`src/rtl/eq_pkg.sv`:
```
// Shared types and arithmetic helpers for the time-multiplexed
// three-band stereo equalizer.
package eq_pkg;

  typedef enum logic [1:0] {
    IDLE,
    BAND,
    MIX,
    DONE
  } eq_state_e;

  localparam int FRAC_BITS = 14;
  localparam int TAPS      = 5;
  localparam int BANDS     = 3;

  localparam logic [4:0] GAIN_BASE = 5'd15;

  function automatic logic signed [15:0] sat16(
    input logic signed [63:0] v
  );
    if (v > 64'sd32767)
      return 16'sh7fff;
    else if (v < -64'sd32768)
      return 16'sh8000;
    else
      return v[15:0];
  endfunction

endpackage

```
`src/rtl/eq_mac.sv`:
```
// Shared signed MAC: registered operand, product accumulated the
// cycle after the operand loads, truncating saturated readout.
module eq_mac #(
  parameter int FRAC_BITS = eq_pkg::FRAC_BITS,
  parameter int ACC_W     = 40
) (
  input  logic               clk,
  input  logic               reset,
  input  logic               op_load,
  input  logic signed [15:0] op_in,
  input  logic signed [15:0] coef,
  input  logic               acc_clr,
  output logic signed [15:0] result
);
  import eq_pkg::*;

  logic signed [15:0]      op_q;
  logic                    mul_en;
  logic signed [31:0]      prod;
  logic signed [ACC_W-1:0] acc;
  logic signed [ACC_W-1:0] sum;
  logic signed [ACC_W-1:0] shifted;
  logic signed [63:0]      wide;

  // ROM data for the loaded operand arrives one cycle later
  assign prod    = mul_en ? 32'(coef) * 32'(op_q) : '0;
  assign sum     = acc + {{(ACC_W-32){prod[31]}}, prod};
  assign shifted = sum >>> FRAC_BITS;
  assign wide    = {{(64-ACC_W){shifted[ACC_W-1]}}, shifted};
  assign result  = sat16(wide);

  always_ff @(posedge clk or posedge reset) begin
    if (reset) begin
      op_q   <= '0;
      mul_en <= 1'b0;
      acc    <= '0;
    end else begin
      mul_en <= op_load;
      if (op_load)
        op_q <= op_in;
      if (acc_clr)
        acc <= '0;
      else
        acc <= sum;
    end
  end

endmodule

```
`src/rtl/eq_mac_scheduler.sv`:
```
// Sequences one MAC through three biquads and a gain mix per
// I2S word, with separate left/right filter histories.
module eq_mac_scheduler #(
  parameter int FRAC_BITS = eq_pkg::FRAC_BITS,
  parameter int ACC_W     = 40
) (
  input  logic               clk,
  input  logic               reset,
  input  logic               l_r_clk,
  input  logic signed [15:0] sample_in,
  output logic [4:0]         coef_addr,
  input  logic signed [15:0] coef_data,
  output logic signed [15:0] sample_out,
  output logic               out_valid,
  output logic               out_chan,
  output logic               busy,
  output logic               overrun
);
  import eq_pkg::*;

  localparam logic [2:0] WB_TAP  = 3'(TAPS);
  localparam logic [2:0] LD_LAST = 3'(TAPS - 1);
  localparam logic [1:0] B_LAST  = 2'(BANDS - 1);

  eq_state_e state;
  logic [2:0] tap;
  logic [1:0] band;
  logic       ch;
  logic [2:0] lr_sync;
  logic       lr_edge;

  logic signed [15:0] x;
  logic signed [15:0] x1 [2];
  logic signed [15:0] x2 [2];
  logic signed [15:0] y1 [3][2];
  logic signed [15:0] y2 [3][2];

  logic               op_load;
  logic               acc_clr;
  logic signed [15:0] op_mux;
  logic signed [15:0] result;

  assign lr_edge = lr_sync[1] ^ lr_sync[2];
  assign busy    = (state != IDLE);

  assign op_load = (state == BAND && tap < WB_TAP)
                || (state == MIX && tap < 3'd3);
  assign acc_clr = (state == BAND && tap == WB_TAP)
                || (state == MIX && tap == 3'd3);

  always_comb begin
    op_mux = '0;
    unique case (1'b1)
      state == MIX:
        if (tap < 3'd3)
          op_mux = y1[tap[1:0]][ch];
      state == BAND:
        case (tap)
          3'd0:    op_mux = x;
          3'd1:    op_mux = x1[ch];
          3'd2:    op_mux = x2[ch];
          3'd3:    op_mux = y1[band][ch];
          3'd4:    op_mux = y2[band][ch];
          default: op_mux = '0;
        endcase
      default: op_mux = '0;
    endcase
  end

  eq_mac #(
    .FRAC_BITS (FRAC_BITS),
    .ACC_W     (ACC_W)
  ) u_mac (
    .clk     (clk),
    .reset   (reset),
    .op_load (op_load),
    .op_in   (op_mux),
    .coef    (coef_data),
    .acc_clr (acc_clr),
    .result  (result)
  );

  always_ff @(posedge clk or posedge reset) begin
    if (reset) begin
      lr_sync    <= '0;
      state      <= IDLE;
      tap        <= '0;
      band       <= '0;
      ch         <= 1'b0;
      x          <= '0;
      coef_addr  <= '0;
      sample_out <= '0;
      out_valid  <= 1'b0;
      out_chan   <= 1'b0;
      overrun    <= 1'b0;
      for (int c = 0; c < 2; c++) begin
        x1[c] <= '0;
        x2[c] <= '0;
        for (int b = 0; b < 3; b++) begin
          y1[b][c] <= '0;
          y2[b][c] <= '0;
        end
      end
    end else begin
      lr_sync   <= {lr_sync[1:0], l_r_clk};
      out_valid <= 1'b0;
      // edges during a running schedule are dropped
      if (lr_edge && state != IDLE)
        overrun <= 1'b1;
      unique case (state)
        IDLE: begin
          if (lr_edge) begin
            x         <= sample_in;
            ch        <= lr_sync[1];
            band      <= '0;
            tap       <= '0;
            coef_addr <= '0;
            state     <= BAND;
          end
        end
        BAND: begin
          if (tap == WB_TAP) begin
            y2[band][ch] <= y1[band][ch];
            y1[band][ch] <= result;
            tap          <= '0;
            if (band == B_LAST) begin
              x2[ch]    <= x1[ch];
              x1[ch]    <= x;
              band      <= '0;
              coef_addr <= GAIN_BASE;
              state     <= MIX;
            end else begin
              band      <= band + 2'd1;
              coef_addr <= coef_addr + 5'd1;
            end
          end else begin
            tap <= tap + 3'd1;
            if (tap != LD_LAST)
              coef_addr <= coef_addr + 5'd1;
          end
        end
        MIX: begin
          if (tap == 3'd3) begin
            sample_out <= result;
            out_chan   <= ch;
            out_valid  <= 1'b1;
            tap        <= '0;
            state      <= DONE;
          end else begin
            tap <= tap + 3'd1;
            if (tap != 3'd2)
              coef_addr <= coef_addr + 5'd1;
          end
        end
        DONE: state <= IDLE;
        default: state <= IDLE;
      endcase
    end
  end

endmodule

```
`config.mk`:
```
export PLATFORM = sky130hd
export DESIGN_NAME = eq_mac_scheduler
export DESIGN_NICKNAME = d
export VERILOG_FILES = /design/src/rtl/eq_pkg.sv /design/src/rtl/eq_mac.sv /design/src/rtl/eq_mac_scheduler.sv
export SDC_FILE = /design/constraint.sdc
export NUM_CORES = 2
export LEC_CHECK = 0
export BUFFER_PORTS_ARGS = -buffer_cell sky130_fd_sc_hd__buf_2
export CORE_UTILIZATION = 35
export CTS_BUF_LIST = sky130_fd_sc_hd__clkbuf_16
export CTS_CLUSTER_DIAMETER = 40
export CTS_CLUSTER_SIZE = 14
export DETAILED_ROUTE_END_ITERATION = 10
export SYNTH_ARGS = -nofsm -noshare
export SYNTH_HDL_FRONTEND = slang
export SYNTH_SLANG_ARGS = --single-unit
```
`constraint.sdc`:
```
create_clock -name clk -period 12.85 [get_ports clk]
set_input_delay 1.285 -clock clk [delete_from_list [all_inputs] [get_ports clk]]
set_output_delay 1.285 -clock clk [all_outputs]
set_load 0.1 [all_outputs]
```
Word level (Yosys, flattened, before mapping)
Index checks and enable logic that the tools add are counted.

Muxes and demuxes: 61. Order comparisons: 9. Shift-type cells: 0. $add $sub $neg: 4. $mul: 1. Equality and inequality tests: 18. Bitwise operators: 4. Reduce and logical (&&, ||, !) cells: 22. Divide/modulo/power cells: 0.

Operators by type and width (number): $mux W16 (19); $mux W32 (8); $bmux W32 S2 (3); $bwmux W96 (2); $pmux W16 S5 (1); $bwmux W32 (2); $demux W32 S2 (1); $add A40 B40 Y40 (1); $mux W40 (1); $mul A16 B16 Y32 (1); $pmux W16 S2 (1); $mux W5 (6); $gt A26 B16 Y1 const B (1); $lt A26 B16 Y1 const B (1); $demux W16 S1 (1); $pmux W5 S3 (1); $mux W2 (7); $mux W3 (3); $pmux W3 S3 (1); $ne A2 B1 Y1 const B (4); $pmux W2 S4 (1); $reduce_and A2 Y1 (4); $logic_and A1 B1 Y1 (7); $eq A2 B2 Y1 const B (3); 30 further kinds (39).

RAM bits: 0. Bits in latches: 0. Word-level logic and storage cells: 149. Memories kept: 0. Input bits: 35. Bits in registers: 364. Memory bits (read-only): 0. Output and inout bits: 25.

Depth between registers and ports, before layout
Depth after elaboration: 9. Depth in mapped cells: 39. Gate-level depth less buffers: 35.

By module
A second synthesis with hierarchy kept.

Cells, all modules: 2906. Area total of the unflattened synthesis: 29585.9 um^2.

Modules (own cells, without submodules): eq_mac_scheduler (cells an instance 1295, sequential area each 7682.4 um^2, area each 15079.5 um^2, times used 1); eq_mac (cells an instance 1611, sequential area each 1426.4 um^2, area each 14506.4 um^2, times used 1).

Worst setup path before layout
OpenSTA, ideal clock, no wires.

Path kind: input to register. Start point: in coef_data[15]. End point: reg y1[0] (netlist bit). Setup slack: 3.148 ns. Required time: 12.766 ns. Stages on the path: 32. Path buffers: 3. Setup time: 0.084 ns. Arrival: 9.619 ns. Cell sequence: clkbuf_1 nand2_1 inv_1 fa_1 inv_1 fa_1 inv_1 fa_1 fa_1 fa_1 fa_1 ha_1 a211oi_1 o21ai_0 a31oi_1 nand3_1 o21ai_1 xnor2_1 nor2_1 ha_1 a21o_1 a21o_1 a21oi_1 mux2_2 a311o_1 nor3_1 nand4_1 nor3_1 a31oi_1 buf_2 buf_1 o22ai_1.

Cells in the longest elaborated chain, start to end: 7. Elaborated cells between the ends (all ways): 8. Those cells by class: add/sub (1); mul (1); order compare (2); mux (4).

Ends and longest elaborated chain: from (decl) (line eq_mac_scheduler.sv:12) `input logic signed [15:0] coef_data,`; $mul A16 B16 Y32 (*) (line eq_mac.sv:26) `assign prod = mul_en ? 32'(coef) * 32'(op_q) : '0;`; $mux W32 (*) (line eq_mac.sv:26); $add A40 B40 Y40 (*) (line eq_mac.sv:27) `assign sum = acc + {{(ACC_W-32){prod[31]}}, prod};`; $lt A26 B16 Y1 (line eq_pkg.sv:23) `else if (v < -64'sd32768)`; $mux W16 (line eq_pkg.sv:23); $mux W16 (*) (line eq_pkg.sv:21) `if (v > 64'sd32767)`; $bwmux W96 (*) (line eq_mac_scheduler.sv:124) `y1[band][ch] <= result;`; to (signal, indexed assignment) (line eq_mac_scheduler.sv:124); to (decl) (line eq_mac_scheduler.sv:35) `logic signed [15:0] y1 [3][2];`.

Mark *: on every way between the ends. The rest lies on a longest branch, timed or not. A chain may end at the register's enable or synchronous reset.

Final worst setup path
Start point: in coef_data[15]. End point: reg sample_out[11].

Cells in the longest elaborated chain, start to end: 6. Elaborated cells between the ends (all ways): 7. Those cells by class: add/sub (1); mul (1); order compare (2); mux (3).

Ends and longest elaborated chain: $mul A16 B16 Y32 (*) (line eq_mac.sv:26); $mux W32 (*) (line eq_mac.sv:26); $add A40 B40 Y40 (*) (line eq_mac.sv:27); $lt A26 B16 Y1 (line eq_pkg.sv:23); $mux W16 (line eq_pkg.sv:23); $mux W16 (*) (line eq_pkg.sv:21); to (signal assigned) (line eq_mac_scheduler.sv:144) `sample_out <= result;`; to (decl) (line eq_mac_scheduler.sv:13) `output logic signed [15:0] sample_out,`.

Marks and branches as above.

==> impl_metrics.csv <==
group,metric,value,unit
cts,cts_inserted_buffers,71,
finish,synthToLayoutAreaGrowth,12.6,%
finish,final_nets,3829,
worst_hold_path,hold_path.class,"flip-flop to flip-flop",
worst_setup_path,required,13260,ps
cts,clockBufferDepth,3,
timing,worst_pin_slew,1140,ps
route,num_vias,24300,
worst_setup_path,r2r_slack,1980,ps
timing,timing.final.crit_share,0.851,
route,drtAntennaViolNets,0,
cts,clkLatencyLatePin,620,ps
synth,synth-edff-count,0,
worst_setup_path,crit_type,"primary input to flip-flop",
cts,cts_hold_buf,0,
timing,hold_violations,0,
route,firstDrtPassIters,7,
cts,cts_resized,0,
run,cap_violations,0,
finish,mostFrequentLayoutCell,"nand2_1",
synth,avgSynthCellArea,8.71,µm²
synth,synth_top_flop_cell,"dfrtp_1",
worst_setup_path,crit_start,"coef_data[15]",
route,drcViolationCount,0,
placement,dp_hpwl,60200,µm
synth,synth_cells,3420,
route,wl_per_cell,19.0,µm
cts,cts_tree,"yes",
grt,grt.total_usage,0.206,
worst_setup_path,crit_end,"sample_out[11]$_DFFE_PP0P_",
worst_setup_path,end_kind,"flip-flop",
cts,post_cts_buffers,0,
timing,fmax,91.5,MHz
timing,rsz0062_at_grt,"no",
grt,grt_pass1_wl,140000,µm
synth,synth.net_count,3850,
die,rows,106,
route,drt_iter0_markers,1925,
worst_setup_path,rr_worst_depth,29,
worst_setup_path,arrival,11340,ps
timing,relSlewSlack,0.237,
die,die-area,86200,µm²
cts,cts_num_sinks,364,
cts,h-tree-depth,3,
die,ios,60,
timing,finalSetupTns,0,ps
worst_setup_path,cp-start-kind,"primary input",
placement,gp_congestion,0.883,
die,core-area,84000,µm²
synth,synth_cell_types,78,
synth,yosysSeqAreaShare,0.306,
timing,setup_violations,0,
grt,grt_pass1_vias,24500,
timing,fin_crit,10930,ps
cts,cts.reportedPaths.clkPinSlew,60,ps
placement,portBuffers,59,
timing,final-max-slew-violation-count,0,
synth,yosys_warnings,0,
finish,final_cell_mix,"nand2_1 (608), dfrtp_1 (361), inv_1 (343)",
grt,grt_max_degree,143,
synth,async_flop_share,1.00,
worst_setup_path,cp_max_fo,91,
synth,netlist_area,29800,µm²
run_status,status,"finished, final reports clean",
timing,skew,38.9,ps
worst_setup_path,crit_path_frequent_cell,"fa_1",
worst_setup_path,crit-reg2reg-launch,"u_mac.op_q[3]$_DFFE_PP0P_",
worst_setup_path,worstReg2RegEnd,"sample_out[11]$_DFFE_PP0P_",
grt,grt_overflow_total,0,
die,die_y,294,µm
synth,synth_seq_cells,364,
grt,antenna_found_initial,3,
worst_setup_path,crit_slowest_cell,"buf_4",
route,vias_per_cell,5.28,
die,start_util,0.355,
worst_setup_path,critPathMaxStageDelay,900,ps
die,die_x,294,µm
cts,cts_root_buf,"clkbuf_16",
finish,drive_gt1_frac,0.0833,
route,drt_wl_total,87100,µm
==> worst min path at each step <==
stage / from / to / slack [ps] / cells after the start
after CTS: lr_sync[0]$_DFF_PP0_ / lr_sync[1]$_DFF_PP0_ / 360 / 0
after global routing: lr_sync[0]$_DFF_PP0_ / lr_sync[1]$_DFF_PP0_ / 360 / 0
final: lr_sync[0]$_DFF_PP0_ / lr_sync[1]$_DFF_PP0_ / 350 / 0
after global placement: lr_sync[0]$_DFF_PP0_ / lr_sync[1]$_DFF_PP0_ / 330 / 0
after floorplan: lr_sync[0]$_DFF_PP0_ / lr_sync[1]$_DFF_PP0_ / 330 / 0
after detailed placement: lr_sync[0]$_DFF_PP0_ / lr_sync[1]$_DFF_PP0_ / 350 / 0
==> synth_stat cells, types with 16 or more instances <==
master / n / share of area
ha_1: 132 / 0.055
and2_1: 148 / 0.031
mux2i_1: 94 / 0.032
nand2b_1: 22 / 0.0046
nand3_1: 25 / 0.0042
o211ai_1: 30 / 0.0076
o21a_1: 18 / 0.0045
dfrtp_1: 364 / 0.31
buf_1: 21 / 0.0026
a21oi_1: 143 / 0.024
fa_1: 263 / 0.18
a221oi_1: 16 / 0.0047
nand4_1: 16 / 0.0034
nor2_1: 283 / 0.036
inv_1: 340 / 0.043
xnor2_1: 43 / 0.013
o21ai_0: 237 / 0.040
a21o_1: 30 / 0.0076
nand2_1: 610 / 0.077
or3_1: 21 / 0.0044
a211oi_1: 22 / 0.0055
mux2_2: 18 / 0.0068
o31ai_1: 22 / 0.0055
nor3_1: 33 / 0.0055
clkbuf_1: 155 / 0.020
o22ai_1: 145 / 0.030
==> cell families after synthesis <==
| logic type | share of synthesized area |
|---|---|
| and+or+nand+nor | 0.178 |
| DFF | 0.306 |
| buffers and inverters | 0.0697 |
| muxes | 0.0384 |
| AOI/OAI and AO/OA | 0.158 |
| adders and majority gates | 0.232 |
| xor gates and xnor gates | 0.0179 |
==> final cells by class <==
type                            count  area, µm²
Clock buffer                       72       1800
Antenna cell                        2       5.00
Inverter                          343       1290
Timing Repair Buffer               97        593
Sequential cell                   364       9120
Tap cell                         1134       1420
Clock inverter                     59        636
Multi-Input combinational cell   2522      18700
Fill cell                        8418      50400
==> sequential cells by signal, indices dropped and copies added (netlist names), 2 cells and up <==
name and cells:
tap 3, x 16, band 2, y1 96, coef_addr 5, lr_sync 3
u_mac.op_q 16, u_mac.acc 40, state 2, y2 96, x1 32, x2 32
sample_out 16
==> through the flow <==
stage | utilization | area [µm²] | hold WS (ps) | std cells | setup WS (ps)
2_1_floorplan | - | 29800 | 331 | 3420 | 1460
3_3_place_gp | 0.370 | 31100 | 334 | 4460 | 1630
3_5_place_dp | 0.370 | 31100 | 346 | 4460 | 1380
4_1_cts | 0.399 | 33500 | 359 | 4591 | 1940
5_1_grt | 0.399 | 33500 | 362 | 4591 | 1210
6_report | 0.399 | 33500 | 354 | 4593 | 1920
==> critical path: cells and delay by family <==
kind | cells | cell delay, ps
AND/OR/NAND/NOR | 6 | 1260
adder cells (fa/ha/maj) | 8 | 4240
buffers and inverters | 6 | 1640
XOR/XNOR | 1 | 140
AO/OA/AOI/OAI | 10 | 2710
==> layer usage <==
layer | up-vias | track usage | share of wire
met5 | - | 0 | 0
met3 | 131 | 0.0255 | 0.046
met1 | 12200 | 0.269 | 0.43
met2 | 665 | 0.356 | 0.50
met4 | 0 | 0.0574 | 0.023
li1 | 11300 | - | -
Power is not shown: default switching activity piles up to over one toggle a cycle in this logic, so the estimate is an artifact.
